## config.mk

```make
export PLATFORM = sky130hd
export DESIGN_NAME = scaler_h_ctrl
export DESIGN_NICKNAME = d
export VERILOG_FILES = /design/src/rtl/scaler_h_ctrl_pkg.sv /design/src/rtl/scaler_h_ctrl_linemeas.sv /design/src/rtl/scaler_h_ctrl.sv
export SDC_FILE = /design/constraint.sdc
export NUM_CORES = 1
export LEC_CHECK = 0
export BUFFER_PORTS_ARGS = -buffer_cell sky130_fd_sc_hd__buf_2
export CAP_MARGIN = 15
export CORE_ASPECT_RATIO = 1.4
export CORE_UTILIZATION = 55
export DETAILED_ROUTE_END_ITERATION = 10
export PLACE_DENSITY = 0.76
export SYNTH_ARGS = -nofsm -noshare
export SYNTH_HDL_FRONTEND = slang
export SYNTH_HIERARCHICAL = 1
export SYNTH_SLANG_ARGS = --single-unit
```

## constraint.sdc

```tcl
create_clock -name clk -period 3.3 [get_ports clk]
set_input_delay 0.495 -clock clk [delete_from_list [all_inputs] [get_ports clk]]
set_output_delay 0.495 -clock clk [all_outputs]
set_load 0.05 [all_outputs]
```

## src/rtl/scaler_h_ctrl_pkg.sv

```systemverilog
// Shared types and constants for the horizontal scaler control sequencer.
// Latency: n/a (types and constants only).
// Backpressure: n/a.
package scaler_h_ctrl_pkg;

    typedef enum logic [1:0] {
        ST_IDLE   = 2'd0,
        ST_ACTIVE = 2'd1,
        ST_FLUSH  = 2'd2
    } state_t;

    localparam int ERR_IN_W  = 0;
    localparam int ERR_OUT_W = 1;
    localparam int ERR_LINES = 2;
    localparam int ERR_WDOG  = 3;

    // 1.000 in unsigned 4.12 fixed point
    localparam int STEP_ONE = 4096;

endpackage

```

## src/rtl/scaler_h_ctrl_linemeas.sv

```systemverilog
// Line geometry snooper for one sync stream: line width, reference width, line count.
// Latency: width/count registers update on the edge that closes a line; width_err is combinational on that cycle.
// Backpressure: none, observes the stream only.
module scaler_h_ctrl_linemeas
    import scaler_h_ctrl_pkg::*;
#(
    parameter int LINE_SIZE_MAX   = 4096,
    parameter int FRAME_LINES_MAX = 4096,
    localparam int CW = $clog2(LINE_SIZE_MAX + 1),
    localparam int LW = $clog2(FRAME_LINES_MAX + 1)
) (
    input  logic          clk,
    input  logic          rst,
    input  logic          en,
    input  logic          clr,
    input  logic          de,
    input  logic          hs,
    input  logic          vs,
    output logic          vs_rise,
    output logic          vs_fall,
    output logic          act_rise,
    output logic [CW-1:0] ref_w,
    output logic [LW-1:0] lines,
    output logic          width_err
);

    logic          de_q;
    logic          hs_q;
    logic          vs_q;
    logic [CW-1:0] cnt;
    logic          ref_vld;
    logic          hs_rise;
    logic          line_close;

    assign hs_rise  = hs & ~hs_q;
    assign vs_rise  = vs & ~vs_q;
    assign vs_fall  = ~vs & vs_q;
    assign act_rise = (de & ~de_q) | hs_rise;

    // A line closes on hs rise, or on vs rise if the line never saw its hs
    assign line_close = en & (hs_rise | vs_rise) & (cnt != '0);
    assign width_err  = line_close & ref_vld & (cnt != ref_w);

    // Previous sync values for edge detection, tracked regardless of frame state
    always_ff @(posedge clk or posedge rst) begin
        if (rst) begin
            de_q <= 1'b0;
            hs_q <= 1'b0;
            vs_q <= 1'b0;
        end else begin
            de_q <= de;
            hs_q <= hs;
            vs_q <= vs;
        end
    end

    // Width counter, first-line reference width and saturating line counter
    always_ff @(posedge clk or posedge rst) begin
        if (rst) begin
            cnt     <= '0;
            ref_w   <= '0;
            ref_vld <= 1'b0;
            lines   <= '0;
        end else if (clr) begin
            cnt     <= '0;
            ref_w   <= '0;
            ref_vld <= 1'b0;
            lines   <= '0;
        end else if (line_close) begin
            cnt <= '0;
            if (!ref_vld) begin
                ref_w   <= cnt;
                ref_vld <= 1'b1;
            end
            if (lines != LW'(FRAME_LINES_MAX)) begin
                lines <= lines + 1'b1;
            end
        end else if (en && de && !hs && (cnt != CW'(LINE_SIZE_MAX))) begin
            cnt <= cnt + 1'b1;
        end
    end

endmodule

```

## src/rtl/scaler_h_ctrl.sv

```systemverilog
// Horizontal scaler control: applies scale_step only between frames, measures frame geometry, flags errors.
// Latency: IDLE step write 1 cycle; stats 1 cycle after the output frame end is seen.
// Backpressure: none; config writes always accepted (held pending during a frame). Watchdog: SCALER_H_CTRL_WDOG_EN.
module scaler_h_ctrl
    import scaler_h_ctrl_pkg::*;
#(
    parameter int STEP_WIDTH      = 16,
    parameter int STEP_DEFAULT    = STEP_ONE,
    parameter int LINE_SIZE_MAX   = 4096,
    parameter int FRAME_LINES_MAX = 4096,
    parameter int WDOG_CYCLES     = 65536,
    localparam int CW = $clog2(LINE_SIZE_MAX + 1),
    localparam int LW = $clog2(FRAME_LINES_MAX + 1)
) (
    input  logic                  clk,
    input  logic                  rst,
    input  logic [STEP_WIDTH-1:0] cfg_step_i,
    input  logic                  cfg_wr_i,
    output logic                  cfg_pend_o,
    input  logic                  err_clr_i,
    input  logic                  in_de_i,
    input  logic                  in_hs_i,
    input  logic                  in_vs_i,
    input  logic                  out_de_i,
    input  logic                  out_hs_i,
    input  logic                  out_vs_i,
    output logic [STEP_WIDTH-1:0] scale_step_o,
    output logic                  frame_act_o,
    output logic                  stat_vld_o,
    output logic [CW-1:0]         stat_in_w_o,
    output logic [CW-1:0]         stat_out_w_o,
    output logic [LW-1:0]         stat_lines_o,
    output logic [3:0]            err_o
);

    state_t                  state;
    state_t                  state_nxt;
    logic                    frame_close;
    logic                    out_done;
    logic                    wdog_hit;
    logic [STEP_WIDTH-1:0]   pend_step;
    logic [3:0]              err_set;

    logic                    in_vs_rise;
    logic                    in_vs_fall;
    logic                    out_vs_rise;
    logic                    out_act_rise;
    logic                    unused_in_act;
    logic                    unused_out_vs_fall;
    logic [CW-1:0]           in_ref_w;
    logic [CW-1:0]           out_ref_w;
    logic [LW-1:0]           in_lines;
    logic [LW-1:0]           out_lines;
    logic                    in_w_err;
    logic                    out_w_err;

    assign frame_act_o = (state != ST_IDLE);

    scaler_h_ctrl_linemeas #(
        .LINE_SIZE_MAX   (LINE_SIZE_MAX),
        .FRAME_LINES_MAX (FRAME_LINES_MAX)
    ) u_in_meas (
        .clk       (clk),
        .rst       (rst),
        .en        (frame_act_o),
        .clr       (frame_close),
        .de        (in_de_i),
        .hs        (in_hs_i),
        .vs        (in_vs_i),
        .vs_rise   (in_vs_rise),
        .vs_fall   (in_vs_fall),
        .act_rise  (unused_in_act),
        .ref_w     (in_ref_w),
        .lines     (in_lines),
        .width_err (in_w_err)
    );

    scaler_h_ctrl_linemeas #(
        .LINE_SIZE_MAX   (LINE_SIZE_MAX),
        .FRAME_LINES_MAX (FRAME_LINES_MAX)
    ) u_out_meas (
        .clk       (clk),
        .rst       (rst),
        .en        (frame_act_o),
        .clr       (frame_close),
        .de        (out_de_i),
        .hs        (out_hs_i),
        .vs        (out_vs_i),
        .vs_rise   (out_vs_rise),
        .vs_fall   (unused_out_vs_fall),
        .act_rise  (out_act_rise),
        .ref_w     (out_ref_w),
        .lines     (out_lines),
        .width_err (out_w_err)
    );

`ifdef SCALER_H_CTRL_WDOG_EN
    localparam int WW = $clog2(WDOG_CYCLES + 1);
    logic [WW-1:0] wdog_cnt;

    assign wdog_hit = frame_act_o & (wdog_cnt == WW'(WDOG_CYCLES));

    // Cycles of output silence inside a frame; any output de/hs activity restarts it
    always_ff @(posedge clk or posedge rst) begin
        if (rst) begin
            wdog_cnt <= '0;
        end else if (!frame_act_o || out_act_rise || wdog_hit) begin
            wdog_cnt <= '0;
        end else begin
            wdog_cnt <= wdog_cnt + 1'b1;
        end
    end
`else
    logic unused_wdog;
    assign wdog_hit    = 1'b0;
    assign unused_wdog = out_act_rise | (WDOG_CYCLES == 0);
`endif

    // Frame state register
    always_ff @(posedge clk or posedge rst) begin
        if (rst) begin
            state <= ST_IDLE;
        end else begin
            state <= state_nxt;
        end
    end

    // Next state; frame_close marks the single edge that ends a frame
    always_comb begin
        state_nxt   = state;
        frame_close = 1'b0;
        case (state)
            ST_IDLE: begin
                if (in_vs_fall) begin
                    state_nxt = ST_ACTIVE;
                end
            end
            ST_ACTIVE: begin
                if (wdog_hit) begin
                    state_nxt   = ST_IDLE;
                    frame_close = 1'b1;
                end else if (in_vs_rise) begin
                    state_nxt = ST_FLUSH;
                end
            end
            ST_FLUSH: begin
                if (out_done || wdog_hit) begin
                    state_nxt   = ST_IDLE;
                    frame_close = 1'b1;
                end
            end
            default: begin
                state_nxt = ST_IDLE;
            end
        endcase
    end

    // Output frame end seen; it may arrive before the input side reaches FLUSH
    always_ff @(posedge clk or posedge rst) begin
        if (rst) begin
            out_done <= 1'b0;
        end else if ((state == ST_IDLE) && in_vs_fall) begin
            out_done <= 1'b0;
        end else if (frame_close) begin
            out_done <= 1'b0;
        end else if (frame_act_o && out_vs_rise) begin
            out_done <= 1'b1;
        end
    end

    // Step register: direct update between frames, otherwise held pending until frame close
    always_ff @(posedge clk or posedge rst) begin
        if (rst) begin
            scale_step_o <= STEP_WIDTH'(STEP_DEFAULT);
            pend_step    <= '0;
            cfg_pend_o   <= 1'b0;
        end else if (frame_close) begin
            if (cfg_wr_i) begin
                scale_step_o <= cfg_step_i;
            end else if (cfg_pend_o) begin
                scale_step_o <= pend_step;
            end
            cfg_pend_o <= 1'b0;
        end else if (cfg_wr_i) begin
            if (state == ST_IDLE) begin
                scale_step_o <= cfg_step_i;
            end else begin
                pend_step  <= cfg_step_i;
                cfg_pend_o <= 1'b1;
            end
        end
    end

    // Error conditions raised this cycle
    always_comb begin
        err_set            = '0;
        err_set[ERR_IN_W]  = in_w_err;
        err_set[ERR_OUT_W] = out_w_err;
        err_set[ERR_LINES] = frame_close & (in_lines != out_lines);
        err_set[ERR_WDOG]  = wdog_hit;
    end

    // Sticky error bits; a new error wins over a clear in the same cycle
    always_ff @(posedge clk or posedge rst) begin
        if (rst) begin
            err_o <= '0;
        end else begin
            err_o <= (err_clr_i ? 4'b0000 : err_o) | err_set;
        end
    end

    // Publish the frame's geometry on the closing edge
    always_ff @(posedge clk or posedge rst) begin
        if (rst) begin
            stat_vld_o   <= 1'b0;
            stat_in_w_o  <= '0;
            stat_out_w_o <= '0;
            stat_lines_o <= '0;
        end else begin
            stat_vld_o <= frame_close;
            if (frame_close) begin
                stat_in_w_o  <= in_ref_w;
                stat_out_w_o <= out_ref_w;
                stat_lines_o <= in_lines;
            end
        end
    end

endmodule

```

After elaboration in Yosys (flattened, before gate mapping)
Cells that the tools add are included. W data, S select, Z words.

Bits in registers: 164. Input port bits: 26. Output and inout port bits: 62.

$add $sub $neg: 4. Eq/ne operators: 15. Multiplexer cells: 40. Bitwise logic cells: 24. Reduce and logical (&&, ||, !) cells: 32.

Operators by type and width (count): $mux W13 (18); $mux W16 (5); $add A13 B1 Y13 const B (4); $ne A13 B13 Y1 const B (4); $ne A13 B13 Y1 (3); $reduce_bool A13 Y1 (2); $reduce_bool A2 Y1 (8); $and A1 B1 Y1 (14); $mux W1 (12); $ne A2 B2 Y1 const B (5); $reduce_and A2 Y1 (5); $reduce_and A3 Y1 (3); $reduce_bool A3 Y1 (3); $logic_and A1 B1 Y1 (8); $not A1 Y1 (7); $mux W2 (3); $pmux W2 S3 (1); $mux W4 (1); $or A4 B3 Y4 (1); $eq A2 B1 Y1 const B (1); $eq A2 B2 Y1 const B (1); $logic_not A1 Y1 (2); $logic_not A2 Y1 (1); $ne A2 B1 Y1 const B (1); $or A1 B1 Y1 (2).

Logic depth before layout (Yosys ltp)
Gate-level depths: netlist of run 1.

Word-level depth: 8. Depth in mapped cells: 8. Mapped depth without buffers: 7.

Cells and area by module
The synthesis of run 1 kept the hierarchy.

Modules (own cells, without submodules): scaler_h_ctrl (instances 1, cells each 320, area an instance 3362.0 um^2); scaler_h_ctrl_linemeas (u_in_meas) (instances 1, cells each 232, area an instance 2321.0 um^2); scaler_h_ctrl_linemeas (u_out_meas) (instances 1, cells each 228, area an instance 2258.4 um^2).

Worst setup path before layout of run 1
Ideal clock, no wire load.

Path type: register to register. From: register u_in_meas.cnt[0]. To: register u_in_meas.lines[1]. Arrival time: 1887 ps. Required time: 3168 ps. Setup slack: 1281 ps. Cell stages (with the launch flop): 9. Buffers on the path: 1. Cells stage by stage: dfrtp_1 inv_1 ha_1 or4b_4 nor4_4 buf_4 nor3_1 mux2i_1 nor2_1.

Cells in the longest elaborated chain, start to end: 4.

RTL lines: start, declared (RTL line scaler_h_ctrl_linemeas.sv:30) `logic [CW-1:0] cnt;`; start signal, assigned (RTL line scaler_h_ctrl_linemeas.sv:79) `cnt <= cnt + 1'b1;`; $reduce_bool A13 Y1 (RTL line scaler_h_ctrl_linemeas.sv:41) `assign line_close = en & (hs_rise | vs_rise) & (cnt != '0);`; $and A1 B1 Y1 (RTL line scaler_h_ctrl_linemeas.sv:41); $reduce_bool A2 Y1 (no source line); $reduce_and A2 Y1 (no source line); end signal, assigned (RTL line scaler_h_ctrl_linemeas.sv:76) `lines <= lines + 1'b1;`; end, declared (RTL line scaler_h_ctrl_linemeas.sv:23) `output logic [LW-1:0] lines,`.

Every way passes these cells. A chain may end at the register's enable or synchronous reset.

Worst setup path after layout of run 1
From: register u_in_meas.cnt[0]. To: register u_in_meas.lines[3].

The elaborated chain is that of the path after synthesis.

==> reports/results.ini, run 1 <==
[drt]
ant_nets=0
drc=0
drt-pass1-iter-count=4
avgRoutedWirePerCell_um=15.95
via_per_inst=5.470
drt_iter0_drc=239
via_count=5743
routed_wirelength_um=16750

[floorplan]
row_count=51
initial_utilization_pct=56.52
die-area_um2=14780
design.core.area_um2=13910
pin_count=88
die_h_um=143.5
fp.dieW_um=103.1

[cells_and_area]
finalNonFillerCells=1050
design_area_um2=9024
antenna_cells=0
fin_nets=886
drive_gt1_share_pct=19.88
layout_common_cells=162 x dfrtp_1, 137 x nand2_1, 96 x nor2_1
syn2layout_area_growth_pct=14.77
final_common_cell=dfrtp_1

[worst_setup_path]
endpoint_kind=flop
r2r_start=u_in_meas/cnt[0]
critPathTopFamily=simple AND/OR/NAND/NOR gates
slowest_stage=nor4_4
arrival_ns=2.84
start_kind=flop
cp_cell_sequence=inv_1 -> ha_1 -> or4b_4 -> nor4_4 -> nor3_1 -> a21bo_2 -> a21oi_1
crit_start=u_in_meas/cnt[0]
crit_fanout=13
criticalPathCategory=reg2reg
critPathMaxStageDelay_ns=0.64
crit_required_ns=3.65
crit_buf_inv=1

[power]
p_per_area_nw_per_um2=779.8
peakVddDrop_v=0.0005350
p_leak_nw=4.529

[sta]
setup_violations=0
drv_slew=0
worstMarginPinSlew_ns=0.9849
skew_ns=0.006804
tns_ns=0
final-hold-violation-count=0
period_needed_ns=2.492
fmax_ghz=0.4013
slew_headroom_pct=33.90
rsz0062_at_grt=no
period_share_pct=75.52

[yosys]
synthesis.area_um2=7863
syn_inst=773
synth_nets=807
yosys_warnings=6
syn_area_per_cell_um2=10.17

[hold_path]
hold_start=out_vs_i
hp-class=in2reg

[global_route]
grt_pass1_vias=5787
grt_max_degree=49
antenna_found_initial=0
grt_pass1_wl_um=27620
grt-ovfl-total=0
grt_use_total_pct=24.49

[clock_tree]
cts_resized=0
cts-root-buf=clkbuf_16
cts_buffers=17
cts_tree=yes
path_clk_slew_ns=0.06
clock_sinks=163
clk_latency_ns=0.43
cts_buffer_depth=2
cts_hold_buf=0
cts_post_setup_buffers_inserted=0
htree_levels=4

[placed_design]
dp.cells=1018
routabilityCongestion=0.8996
detailedPlacementHpwl_um=11590
post_dp_cell_area_um2=8404
portBuffers=86

[outcome]
outcome=complete, no violations

[run]
maxCapViolCount=0

==> power breakdown <==
part | switching, mW | internal, mW | total (mW)
Combinational | 1.52 | 0.742 | 2.26
Clock | 0.784 | 1.25 | 2.04
Sequential | 0.353 | 2.39 | 2.74
Total | 2.65 | 4.38 | 7.04
==> stage by stage <==
step / hold slack (ns) / setup slack (ns) / utilization (%) / total power [mW]
after floorplan: 0.4774 / 0.7833 / - / 4.511
after global placement: 0.4565 / 0.9135 / 60.42 / 4.925
after detailed placement: 0.4567 / 0.8376 / 60.42 / 5.008
after CTS: 0.1694 / 0.8178 / 64.87 / 7.081
after global routing: 0.1661 / 0.6601 / 64.87 / 7.398
final: 0.1832 / 0.8079 / 64.87 / 7.036
==> state kept, by name, summed over array words and instances (netlist names), 13 cells and up <==
signal / cells
u_out_meas/ref_w: 13
u_in_meas/ref_w: 13
stat_in_w_o: 13
u_out_meas/lines: 13
u_in_meas/lines: 13
stat_out_w_o: 13
u_in_meas/cnt: 13
stat_lines_o: 13
pend_step: 16
scale_step_o: 16
u_out_meas/cnt: 13
==> layer usage <==
metal | global-route usage [%] | share of wire [%] | vias to the layer above
li1 | - | - | 2729
met1 | 28.62 | 41 | 2866
met2 | 42.98 | 53 | 125
met3 | 6.128 | 3.9 | 23
met4 | 8.895 | 1.7 | 0
met5 | 0 | 0 | -
==> worst paths after layout <==
path | end | slack [ns] | depth (start not counted)
min | u_out_meas/vs_q | 0.18 | 1
max reg2reg | u_in_meas/lines[3] | 0.81 | 7
min in group asynchronous | u_out_meas/ref_w[8] | 0.22 | 3
min reg2reg | err_o[0] | 0.47 | 1
max in group asynchronous | stat_in_w_o[8] | 2.36 | 3
max | u_in_meas/lines[3] | 0.81 | 7
==> cell type report <==
class / instances / area, um2
Clock buffer: 21 / 470.5
Clock inverter: 11 / 148.9
Fill cell: 1139 / 4887
Inverter: 23 / 87.58
Multi-Input combinational cell: 548 / 3477
Sequential cell: 163 / 4080
Tap cell: 185 / 231.5
Timing Repair Buffer: 99 / 528.0
Power figures use the tool's default switching activity.
==> run 2, diff against run 1 <==
clock period = 2.35 ns   (was 3.3 ns; I/O delays follow)
==> reports/results.ini, run 2 (synthesized netlist as in run 1, its figures left out) <==
[cells_and_area]
fin_nets=900
finalNonFillerCells=1064
reg_top3=pend_step x16, scale_step_o x16
fillers=1112
syn2layout_area_growth_pct=16.02
multiInputGateArea_um2=3480
final_common_cell=dfrtp_1
antenna_cells=0
layout_common_cells=162 x dfrtp_1, 137 x nand2_1, 96 x nor2_1
ff_latch_area_um2=4080
drive_gt1_share_pct=21.39

[global_route]
use_met1_pct=31.11
grt-ovfl-total=0
antenna_found_initial=0
met2_usage_pct=44.70
grt_pass1_wl_um=29280
grt_max_degree=43
grtUsageMet3_pct=5.010
busiest_layer=met2
grt_pass1_vias=6143
grt_use_total_pct=25.61

[drt]
ant_nets=0
drt_iter0_drc=400
routed_wirelength_um=17320
avgRoutedWirePerCell_um=16.27
drt-pass1-iter-count=6
via_per_inst=5.536
drc=0
via_count=5890

[power]
power.total_mw=9.898
p_leak_nw=4.600
p_per_area_nw_per_um2=1085
peakVddDrop_v=0.0006434

[floorplan]
pin_count=88
die-area_um2=14780
row_count=51
initial_utilization_pct=56.52
design.core.area_um2=13910
fp.dieW_um=103.1
die_h_um=143.5

[worst_setup_path]
endpoint_kind=flop
arrival_ns=2.50
start_kind=flop
rrSetupSlack_ns=0.15
crit_fanout=12
criticalPathCategory=reg2reg
crit_required_ns=2.65

[clock_tree]
htree_levels=4
clk_latency_ns=0.43
cts_tree=yes
clock_sinks=163
cts_resized=0
cts_buffers=17
cts_hold_buf=0
path_clk_slew_ns=0.07
cts_post_setup_buffers_inserted=0
cts-root-buf=clkbuf_16
cts_buffer_depth=2

[sta]
final-hold-violation-count=0
tns_ns=0
period_share_pct=93.59
rsz0062_at_grt=no
worstMarginPinSlew_ns=0.9263
setup_violations=0
drv_slew=0
fmax_ghz=0.4547
skew_ns=0.01093
whs_ns=0.002782
period_needed_ns=2.199
slew_headroom_pct=37.84

[hold_path]
hp-class=in2async

[placed_design]
detailedPlacementHpwl_um=11850
routabilityCongestion=0.8591
dp.cells=1032
portBuffers=86

[run]
maxCapViolCount=0

[outcome]
outcome=complete, no violations

-- run 2: changes by cell type in the layout (fill, tap and decap cells not counted), sizes merged --
cell,before,now
inv,24,29
clkbuf,21,17
buf,99,113
clkinv,4,5
clkinvlp,3,2
bufinv,3,2
-- run 2: critical path, cell delays in order, from the launching register on --
cell,delay (ns)
dfrtp_1,0.43
inv_1,0.11
ha_1,0.14
or4b_1,0.50
nor4_4,0.25
buf_4,0.24
nor4_1,0.09
xnor2_1,0.24
nor2_1,0.06
-- run 2: worst paths after layout --
path,start,endpoint,depth (start not counted)
worst max-delay path,u_out_meas/cnt[0],u_out_meas/lines[12],8
worst min-delay path,rst,stat_in_w_o[3],2
worst max register to register,u_out_meas/cnt[0],u_out_meas/lines[12],8
worst min register to register,stat_lines_o[7],stat_lines_o[7],2
max in group asynchronous,rst,scale_step_o[12],3
min in group clk,out_vs_i,u_out_meas/vs_q,1
-- run 2: layout make-up --
cell class	count	share of cell area, %
timing repair buffer	113	7.077
clock buffer	17	4.663
sequential	163	44.73
tap	185	2.537
multi-input combinational	548	38.14
inverter	23	0.9875
clock inverter	15	1.865
-- run 2: power breakdown --
group          internal (mW)  switching (mW)  leakage, nW
logic                   1.09            2.16         2.16
registers               3.35           0.478         2.15
clock network           1.60            1.21        0.293
total                   6.04            3.86         4.60
-- run 2: through the flow --
step / utilization [%] / setup WS [ns] / instance area (um2)
CTS: 65.56 / 0.1066 / 9120
detailed placement: 61.28 / 0.1323 / 8524
global route: 65.58 / 0.01781 / 9123
global placement: 61.28 / 0.2430 / 8524
floorplan: - / 0.3310 / 7866
finish: 65.58 / 0.1505 / 9123
-- run 2: per-layer routing --
metal,wire [um],vias up
met3,776,36
met2,9048,171
met1,7145,2921
met4,345,0
li1,-,2762
met5,0,-
==> run 3, diff against run 2 <==
BUFFER_PORTS_ARGS = -buffer_cell sky130_fd_sc_hd__buf_4   (was -buffer_cell sky130_fd_sc_hd__buf_2)
PLACE_DENSITY = default   (was 0.76)
PLACE_DENSITY_LB_ADDON = 0.3   (was default)
==> reports/results.ini, run 3 (synthesized netlist as in run 1, its figures left out) <==
[floorplan]
pin_count=88
design.core.area_um2=13910
row_count=51
die-area_um2=14780
initial_utilization_pct=56.52
fp.dieW_um=103.1
die_h_um=143.5

[sta]
tns_ns=0
worstMarginPinSlew_ns=0.6468
setup_violations=0
fin_ws_ns=0.1424
fmax_ghz=0.4530
period_share_pct=93.94
drv_slew=0
period_needed_ns=2.208
final-hold-violation-count=0
rsz0062_at_grt=no
skew_ns=0.01005
slew_headroom_pct=56.83

[global_route]
grt_pass1_vias=6013
grt_pass1_wl_um=28820
antenna_found_initial=0
grt_max_degree=58
grt-ovfl-total=0
grt_use_total_pct=25.50

[cells_and_area]
syn2layout_area_growth_pct=18.51
fillers=1118
reg_top3=pend_step x16, scale_step_o x16
layout_common_cells=162 x dfrtp_1, 137 x nand2_1, 108 x buf_4
drive_gt1_share_pct=21.21
fin_nets=898
final_common_cell=dfrtp_1
antenna_cells=0

[run]
maxCapViolCount=0

[drt]
drt_iter0_drc=265
drt-pass1-iter-count=5
via_count=5858
ant_nets=0
via_per_inst=5.516
routed_wirelength_um=17370
avgRoutedWirePerCell_um=16.35
drc=0

[outcome]
outcome=complete, no violations

[clock_tree]
htree_levels=4
cts_buffers=17
cts_buffer_depth=2
path_clk_slew_ns=0.06
clk_latency_ns=0.43
clock_sinks=163
cts-root-buf=clkbuf_16
cts_tree=yes

[placed_design]
detailedPlacementHpwl_um=12030
routabilityCongestion=0.8583
portBuffers=86
dpl_worst_slack_ns=0.02837

[worst_setup_path]
critPathMaxStageDelay_ns=0.53
cp_cell_sequence=inv_1 -> ha_1 -> or4b_4 -> or4_4 -> nand4_1 -> xor2_1 -> nor2_1
endpoint_kind=flop
crit_required_ns=2.66
arrival_ns=2.51
start_kind=flop
criticalPathCategory=reg2reg
slowest_stage=or4_4
crit_fanout=5

[power]
p_leak_nw=4.620
p_per_area_nw_per_um2=1065
peakVddDrop_v=0.0005373

[hold_path]
hp-class=in2async

[run 3: cell count changes in the layout (fill, tap and decap cells not counted)]
cell and delta:
buf_2 -86, buf_12 +2, clkinvlp_4 +1, clkinv_4 -2
inv_6 +1, buf_4 +82, inv_8 -2, clkinv_2 +2
clkbuf_8 +1, bufinv_16 -1
[run 3: area by class of cell]
cell class / count / area [um2] / area share [%]
inverter: 23 / 90.09 / 0.9668
sequential: 163 / 4080 / 43.79
clock buffer: 18 / 439.2 / 4.713
tap: 185 / 231.5 / 2.484
timing repair buffer: 111 / 870.8 / 9.346
multi-input combinational: 548 / 3480 / 37.34
clock inverter: 14 / 126.4 / 1.356
[run 3: per-stage QoR]
step                      std cells  power [mW]  util (%)  instance area, um2  hold WS [ns]
final                          1062       9.927     66.98                9318       0.02498
after CTS                      1061       9.950     66.91                9308       0.02938
after global routing           1062       10.43     66.98                9318       0.02352
after detailed placement       1029       7.276     62.84                8742        0.4639
after floorplan                 773       6.336         -                7866        0.3839
after global placement         1029       7.139     62.84                8742        0.4611
[run 3: timing repair]
| item | in CTS | in global routing |
|---|---|---|
| endpoints found under the setup margin | 0 | 48 |
| buffers inserted | 0 | 1 |
| gates resized for setup | 0 | 1 |
| hold buffers | 0 | 0 |
[run 3: final timing paths]
path / start / to / slack [ns] / depth (start not counted)
max: u_in_meas/cnt[0] / u_in_meas/cnt[3] / 0.14 / 7
min: rst / err_o[1] / 0.02 / 3
max reg2reg: u_in_meas/cnt[0] / u_in_meas/cnt[3] / 0.14 / 7
min reg2reg: stat_out_w_o[10] / stat_out_w_o[10] / 0.48 / 2
max in group asynchronous: rst / u_out_meas/ref_w[3] / 1.73 / 3
min in group clk: out_vs_i / u_out_meas/vs_q / 0.04 / 1
[run 3: critical path, delay by kind of cell (launching register included)]
kind | cells | cell delay (ns)
AND/OR/NAND/NOR | 4 | 1.22
flip-flops | 1 | 0.43
XOR/XNOR | 1 | 0.17
adder cells (fa/ha/maj) | 1 | 0.16
buffers and inverters | 1 | 0.12
[run 3: power by group]
group | switching [mW] | internal [mW] | leakage, nW
clock | 1.17 | 1.50 | 0.278
sequential | 0.488 | 3.36 | 2.15
combinational | 2.15 | 1.26 | 2.19
[run 3: layer usage]
layer,share of wire [%],track usage [%]
met5,0,0
met4,2.8,11.19
met3,3.7,4.669
met2,52,43.79
met1,41,30.98
